**src/rtl/seq_addsub_pkg.sv**
```systemverilog
`default_nettype none
// ============================================================================
// Module   : seq_addsub_pkg
// Brief    : Shared FSM encoding and slice-geometry check for multi-cycle
//            arithmetic blocks.
// Revision : 1.0
// ============================================================================
package seq_addsub_pkg;

    typedef enum logic [0:0] {
        IDLE = 1'b0,
        RUN  = 1'b1
    } state_t;

    // True when SLICE legally tiles WIDTH with no remainder.
    function automatic bit slice_fits(input int width, input int slice);
        return (slice >= 1) && (slice <= width) && ((width % slice) == 0);
    endfunction

endpackage
`default_nettype wire

```
**src/rtl/addsub_slice.sv**
```systemverilog
`default_nettype none
// ============================================================================
// Module   : addsub_slice
// Brief    : Combinational SLICE-bit ripple adder built from full_adder cells.
// Revision : 1.0
// ============================================================================
module addsub_slice #(
    parameter int SLICE = 4
) (
    input  logic [SLICE-1:0] x,
    input  logic [SLICE-1:0] y,
    input  logic             cin,
    output logic [SLICE-1:0] s,
    output logic             cout,
    output logic             c_msb_in
);
    logic [SLICE:0] w_c;

    assign w_c[0] = cin;

    generate
        for (genvar i = 0; i < SLICE; i++) begin : g_bit
            full_adder u_fa (
                .a    (x[i]),
                .b    (y[i]),
                .cin  (w_c[i]),
                .s    (s[i]),
                .cout (w_c[i+1])
            );
        end
    endgenerate

    assign cout     = w_c[SLICE];
    // Carry into the top bit, needed for signed overflow on the final slice.
    assign c_msb_in = w_c[SLICE-1];
endmodule
`default_nettype wire

```
**src/rtl/full_adder.sv**
```systemverilog
`default_nettype none
// ============================================================================
// Module   : full_adder
// Brief    : One-bit full adder cell.
// Revision : 1.0
// ============================================================================
module full_adder (
    input  logic a,
    input  logic b,
    input  logic cin,
    output logic s,
    output logic cout
);
    assign s    = a ^ b ^ cin;
    assign cout = (a & b) | (cin & (a ^ b));
endmodule
`default_nettype wire

```
**src/rtl/seq_addsub.sv**
```systemverilog
`default_nettype none
// ============================================================================
// Module   : seq_addsub
// Brief    : Multi-cycle two's-complement adder/subtractor, SLICE bits/clock,
//            with start/busy/done handshake and carry/overflow/zero flags.
// Revision : 1.0
// ============================================================================
module seq_addsub
    import seq_addsub_pkg::*;
#(
    parameter int WIDTH = 32,
    parameter int SLICE = 4
) (
    input  logic             clk,
    input  logic             reset,
    input  logic             start,
    input  logic             subtract,
    input  logic [WIDTH-1:0] a,
    input  logic [WIDTH-1:0] b,
    output logic             busy,
    output logic             done,
    output logic [WIDTH-1:0] sum,
    output logic             carryout,
    output logic             overflow,
    output logic             zero
);
    localparam int NSLICE = WIDTH / SLICE;
    localparam int CW     = (NSLICE > 1) ? $clog2(NSLICE) : 1;
    localparam logic [CW-1:0] C_LAST = CW'(NSLICE - 1);

    generate
        if (!slice_fits(WIDTH, SLICE)) begin : g_bad_slice
            $error("seq_addsub: WIDTH must be a non-zero multiple of SLICE");
        end
    endgenerate

    state_t           r_state;
    logic [WIDTH-1:0] r_a;
    logic [WIDTH-1:0] r_b;
    logic [WIDTH-1:0] r_acc;
    logic             r_carry;
    logic [CW-1:0]    r_cnt;

    logic [SLICE-1:0] w_x;
    logic [SLICE-1:0] w_y;
    logic [SLICE-1:0] w_s;
    logic             w_cout;
    logic             w_cmsb;
    logic [WIDTH-1:0] w_result;
    logic             w_last;

    assign w_x    = r_a[r_cnt*SLICE +: SLICE];
    assign w_y    = r_b[r_cnt*SLICE +: SLICE];
    assign w_last = (r_cnt == C_LAST);

    addsub_slice #(.SLICE(SLICE)) u_slice (
        .x        (w_x),
        .y        (w_y),
        .cin      (r_carry),
        .s        (w_s),
        .cout     (w_cout),
        .c_msb_in (w_cmsb)
    );

    // Full result as it will stand once the current slice is written back.
    always_comb begin
        w_result = r_acc;
        w_result[r_cnt*SLICE +: SLICE] = w_s;
    end

    always_ff @(posedge clk) begin
        if (reset) begin
            r_state  <= IDLE;
            r_a      <= '0;
            r_b      <= '0;
            r_acc    <= '0;
            r_carry  <= 1'b0;
            r_cnt    <= '0;
            busy     <= 1'b0;
            done     <= 1'b0;
            sum      <= '0;
            carryout <= 1'b0;
            overflow <= 1'b0;
            zero     <= 1'b0;
        end else begin
            done <= 1'b0;
            case (r_state)
                IDLE: begin
                    if (start) begin
                        // Subtract as a + ~b + 1: invert B and seed the carry.
                        r_a     <= a;
                        r_b     <= b ^ {WIDTH{subtract}};
                        r_carry <= subtract;
                        r_acc   <= '0;
                        r_cnt   <= '0;
                        r_state <= RUN;
                        busy    <= 1'b1;
                    end
                end
                RUN: begin
                    r_acc[r_cnt*SLICE +: SLICE] <= w_s;
                    r_carry <= w_cout;
                    r_cnt   <= r_cnt + 1'b1;
                    if (w_last) begin
                        r_state  <= IDLE;
                        busy     <= 1'b0;
                        done     <= 1'b1;
                        sum      <= w_result;
                        carryout <= w_cout;
                        overflow <= w_cout ^ w_cmsb;
                        zero     <= ~|w_result;
                    end
                end
                default: r_state <= IDLE;
            endcase
        end
    end
endmodule
`default_nettype wire

```
**config.mk**
```make
export PLATFORM = sky130hd
export DESIGN_NAME = seq_addsub
export DESIGN_NICKNAME = d
export VERILOG_FILES = /design/src/rtl/seq_addsub_pkg.sv /design/src/rtl/addsub_slice.sv /design/src/rtl/full_adder.sv /design/src/rtl/seq_addsub.sv
export SDC_FILE = /design/constraint.sdc
export NUM_CORES = 1
export LEC_CHECK = 0
export BUFFER_PORTS_ARGS = -buffer_cell sky130_fd_sc_hd__buf_2
export CAP_MARGIN = 25
export CELL_PAD_IN_SITES_DETAIL_PLACEMENT = 1
export CELL_PAD_IN_SITES_GLOBAL_PLACEMENT = 2
export CORE_MARGIN = 2
export CORE_UTILIZATION = 34
export DETAILED_ROUTE_END_ITERATION = 10
export PLACE_DENSITY = 0.79
export SKIP_LAST_GASP = 1
export SLEW_MARGIN = 25
export SYNTH_ARGS = -nofsm -noshare
export SYNTH_HDL_FRONTEND = slang
export SYNTH_SLANG_ARGS = --single-unit
```
**constraint.sdc**
```tcl
create_clock -name clk -period 4.9 [get_ports clk]
set_input_delay 0.245 -clock clk [delete_from_list [all_inputs] [get_ports clk]]
set_output_delay 0.245 -clock clk [all_outputs]
set_load 0.02 [all_outputs]
```
# Yosys cells after proc, flatten, opt, wreduce, memory -nomap -nowiden
# Cells that the tools add are included.
dict set report classes {
  addsub 2
  eq_ne 3
  shift 4
  n_mux 14
  n_bitwise 23
  reduce_logical 6
}
# operator count
set ops {}
lappend ops {{32-bit case mux with 2 select lines} 1}
lappend ops {{32-bit by 6-bit variable part select with 4-bit output} 2}
lappend ops {{5-bit negation with 34-bit output} 1}
lappend ops {{4-bit by 34-bit variable shift with 32-bit output (first input constant)} 1}
lappend ops {{4-bit by 34-bit variable part select with 32-bit output} 1}
lappend ops {{32-bit bitwise mux} 1}
lappend ops {{32-bit 2-to-1 mux} 1}
lappend ops {{32-bit OR reduction} 1}
lappend ops {{32-bit XOR} 1}
lappend ops {{1-bit XOR} 9}
lappend ops {{1-bit bitwise AND} 8}
lappend ops {{1-bit 2-to-1 mux} 6}
lappend ops {{1-bit case mux with 2 select lines} 3}
lappend ops {{3-bit case mux with 2 select lines} 1}
lappend ops {{2-bit AND reduction} 3}
lappend ops {{1-bit OR} 4}
lappend ops {{3-bit by 1-bit adder with 3-bit output (second input constant)} 1}
lappend ops {{3-bit == test (second input constant)} 1}
lappend ops {{3-bit 2-to-1 mux} 1}
lappend ops {{2-bit by 1-bit != test with 1-bit output (second input constant)} 1}
lappend ops {{2-bit != test (second input constant)} 1}
lappend ops {{2-bit OR reduction} 1}
lappend ops {{1-bit logical NOT} 1}
lappend ops {{1-bit NOT} 1}
dict set report totals {
  reg_bits 138
  input_bits 68
  out_inout_bits 37
  elab_cells 64
}

# Logic depth before layout (Yosys ltp)
dict set report logic_depth {
  depth_word 13
  ltp_mapped 16
  depth_no_buf 14
}

# Cells and area by module
# A second synthesis with hierarchy kept.
dict set report hier_totals {
  hier_cells 722
  area_unflattened_um2 6481.2
}
# module instances cells_per_inst area_each_um2 seq_area_each_um2
set by_module_without_submodules {}
lappend by_module_without_submodules {seq_addsub 1 718 6401.1 2762.6}
lappend by_module_without_submodules {full_adder 4 1 20.0 0.0}

# Least setup slack after synthesis
# OpenSTA, ideal clock, no wires.
dict set report synth_timing {
  path_type {register to register}
  start {register r_cnt[0]}
  end {register zero}
  setup_ns 0.069
  t_arrival_ns 3.841
  required_ns 4.831
  setup_slack_ns 0.990
  stages_incl_launch_ff 16
  path_buffers 3
  synth_period_minus_slack_ns 3.910
  cell_sequence {dfxtp_1 buf_2 buf_1 mux4_2 mux2i_1 fa_1 inv_1 fa_1 inv_1 fa_1 fa_1 clkbuf_1 nand3_1 a2111oi_2 nand3_1 o21ai_1}
}
dict set report synth_between {
  elab_chain_cells 13
  elab_cells_between_ends 27
  classes_between {add/sub (1); eq/ne (1); shift (4); mux (1); bitwise (17); reduce/logical (3)}
}
# item line
set synth_rtl {}
lappend synth_rtl {{start, declared} seq_addsub.sv:42} ;# logic [CW-1:0] r_cnt;
lappend synth_rtl {{start signal, assigned} seq_addsub.sv:103} ;# r_cnt <= r_cnt + 1'b1;
lappend synth_rtl {{32-bit by 6-bit variable part select with 4-bit output (on tied branches)} {seq_addsub.sv:52, seq_addsub.sv:53}}
lappend synth_rtl {{1-bit XOR} {full_adder.sv:14, full_adder.sv:15}}
lappend synth_rtl {{1-bit bitwise AND} full_adder.sv:15} ;# assign cout = (a & b) | (cin & (a ^ b));
lappend synth_rtl {{1-bit OR} full_adder.sv:15}
lappend synth_rtl {{1-bit bitwise AND} full_adder.sv:15}
lappend synth_rtl {{1-bit OR} full_adder.sv:15}
lappend synth_rtl {{1-bit bitwise AND} full_adder.sv:15}
lappend synth_rtl {{1-bit OR} full_adder.sv:15}
lappend synth_rtl {{1-bit XOR} full_adder.sv:14} ;# assign s = a ^ b ^ cin;
lappend synth_rtl {{4-bit by 34-bit variable part select with 32-bit output} seq_addsub.sv:68} ;# w_result[r_cnt*SLICE +: SLICE] = w_s;
lappend synth_rtl {{32-bit bitwise mux} seq_addsub.sv:68}
lappend synth_rtl {{32-bit OR reduction} seq_addsub.sv:111} ;# zero <= ~|w_result;
lappend synth_rtl {{1-bit logical NOT} seq_addsub.sv:111}
lappend synth_rtl {{end signal, assigned} seq_addsub.sv:111}
lappend synth_rtl {{end, declared} seq_addsub.sv:25} ;# output logic zero
# Parallel ways exist; a longest one is shown, timed or not.
# A chain may end at the register's enable or synchronous reset.

# Worst setup path in the final report
# Same ends and word-level chain as after synthesis.

==> flow_summary.toml <==
[sta]
tns_ps = 0
relSlewSlack_pct = 40.7
fin_crit_sh_pct = 80.1
fin_skew_ps = 13.7
rsz0062_at_grt = "no"
maxSlewViolCount = 0
finalHoldViolCount = 0
setup_violations = 0
fmax_mhz = 255
min_period_ps = 3930
tightest_slew_ps = 889

[routing]
firstDrtPassIters = 4
via_per_inst = 5.20
avgRoutedWirePerCell_um = 17.2
drtIter0Drc = 215
ant_nets = 0
drt_wl_total_um = 18000
num_vias = 5436
drc_errors = 0

[yosys]
synth_edf_count = 0
ys_types = 54
synthCells = 729
synthFlopType = "dfxtp_1"
synth_seq_cells = 138
seq_area_frac_synth_pct = 43.2
synth_nets = 808
avgSynthCellArea_um2 = 8.77
yosysWarnings = 0
syn_area_mm2 = 0.00639
postSynth.asyncResetShare_pct = 0

[cts]
cts_tree = "done"
cts.sinks = 138
cts_max_level = 4
cts-hold-fix-buffers = 0
cts_setup_buffers = 0
cts.repair.resized = 0
clk_path_buf_depth = 2
clockRootBuffer = "clkbuf_16"
clk-insertion-delay-late_ps = 430
cts.clk_slew.worst_paths_ps = 60
numCtsBuffers = 17

[global_routing]
grt_pass1_vias = 5576
grt_util_all_layers_pct = 18.7
grt_max_degree = 73
antenna_found_initial = 0
grt_first_pass_wirelength_um = 29500
overflow = 0

[floorplanning]
die_area_mm2 = 0.0199
die_y_um = 141
core-area_mm2 = 0.0186
rows = 50
top_level_ports = 105
die_width_um = 141
start_util_pct = 34.4

[pwr]
p_total_uw = 2790
power_density_mw_per_mm2 = 367
leakage_uw = 0.00299
peakVddDrop_uv = 225

[critical_path]
startpoint_type = "register"
worstPathMaxFanout = 13
crit_required_ps = 5260
cp.arrival_ps = 4280
end_kind = "register"
critical_path_class = "reg -> reg"

[worst_hold_path]
min_path_type = "in -> reg"

[finish]
insertedDiodeCount = 0
area_growth_pct = 19.1
final_cells = 1045
design_area_mm2 = 0.00761
fin_nets = 877
drive_gt1_share_pct = 21.6
nFillCells = 2172

[status]
run_status = "finished, final reports clean"

[place]
place_congestion = 0.815
hpwlAfterDp_um = 12800
placed_area_mm2 = 0.00704
post-place-cells = 1013
portBuffers = 104

[job]
maxCapViolations = 0
==> cell usage after synthesis, drive strengths merged, types with 7 or more instances <==
cell,instances,area share (%)
dfxtp,138,43
nand2,107,6.3
nor2,90,5.3
a21oi,71,5.6
clkbuf,47,2.8
a211oi,34,4.0
xnor2,33,4.5
o21ai,26,2.0
nor3b,18,2.1
a22o,17,2.3
mux4,16,5.6
buf,15,1.1
inv,10,0.59
nor3,10,0.78
o31ai,10,1.2
a22oi,9,1.1
mux2i,9,1.4
a21o,7,0.82
ha,7,1.4
nand3,7,0.74
==> registers in the layout (all words and copies together), names as in the netlist <==
| signal | count |
|---|---|
| overflow | 1 |
| busy | 1 |
| done | 1 |
| zero | 1 |
| r_acc | 32 |
| carryout | 1 |
| r_b | 32 |
| r_cnt | 3 |
| sum | 32 |
| r_state | 1 |
| r_a | 32 |
| r_carry | 1 |
==> cells by family after synthesis <==
kind of cell	share of synthesized area [%]
simple gates	18.5
mux	7.75
compound gates	19.0
buf+inv	4.44
flops	43.2
xor+xnor	4.52
fa+ha+maj	2.62
==> per-stage QoR <==
stage	worst slack, ps	hold WS (ps)	utilization, %
after floorplan	990	381	-
after global placement	1110	431	37.9
after detailed placement	965	445	37.9
after CTS	949	40.5	41.0
after global routing	606	46.4	41.0
final	974	52.0	41.0
==> worst max-delay path, cell delays in order (launching register included) <==
cell,delay [ps]
dfxtp_2,520
mux4_2,290
mux2i_1,90
fa_1,400
inv_1,80
fa_1,170
inv_1,50
fa_1,410
fa_1,830
nand2_1,120
a21oi_1,180
a21oi_1,80
a2111oi_2,380
nand3_1,130
o21ai_1,130
==> cells in the final DEF (no fill, tap or decap), types with 4 or more instances in the layout <==
cell type   synthesis  routed
inv_2               4       4
ha_1                7       7
clkinvlp_4          0       4
a21o_1              7       7
nor3_1             10      10
nor2_1             90      90
xnor2_1            33      33
a21oi_1            71      70
nor2b_1             6       5
buf_2               5     103
buf_4               0       9
dfxtp_1           138     136
fa_1                4       4
a22oi_1             9       9
nand3_1             6       6
nand2_1           107     107
mux4_2             16      16
clkbuf_16           0      17
o21ai_0            13      13
mux2i_1             9       9
o21ai_1            13      13
clkinv_2            0       4
a211oi_1           34      34
o31ai_1            10      10
a22o_1             17      17
inv_1               6       6
nor3b_1            18      18
==> metal layers <==
metal	track usage [%]	share of wire, %
met2	31.0	48
met5	0	0
met4	6.63	1.9
met1	24.3	47
met3	3.77	3.2
==> worst paths after layout <==
| kind | endpoint | cells past startpoint | slack [ps] | start |
|---|---|---|---|---|
| setup / recovery | zero | 14 | 970 | r_cnt[0] |
| hold / removal | r_a[10] | 3 | 50 | a[10] |
| setup reg to reg | zero | 14 | 970 | r_cnt[0] |
| hold reg to reg | sum[15] | 2 | 450 | sum[15] |
==> power by group <==
| part | total [µW] | internal (µW) | leakage [µW] | switching (µW) |
|---|---|---|---|---|
| sequential | 1190 | 1160 | 0.00113 | 27.9 |
| combinational | 335 | 129 | 0.00159 | 206 |
| clock | 1260 | 749 | 0.000273 | 515 |
==> cell type report <==
type	instances	area (µm²)	area share (%)
Clock inverter	14	145	1.91
Clock buffer	18	429	5.64
Timing Repair Buffer	112	583	7.66
Tap cell	234	293	3.85
Inverter	10	37.5	0.493
Multi-Input combinational cell	519	3360	44.1
Sequential cell	138	2770	36.3
Note: power is estimated with default switching activity, not from simulation.
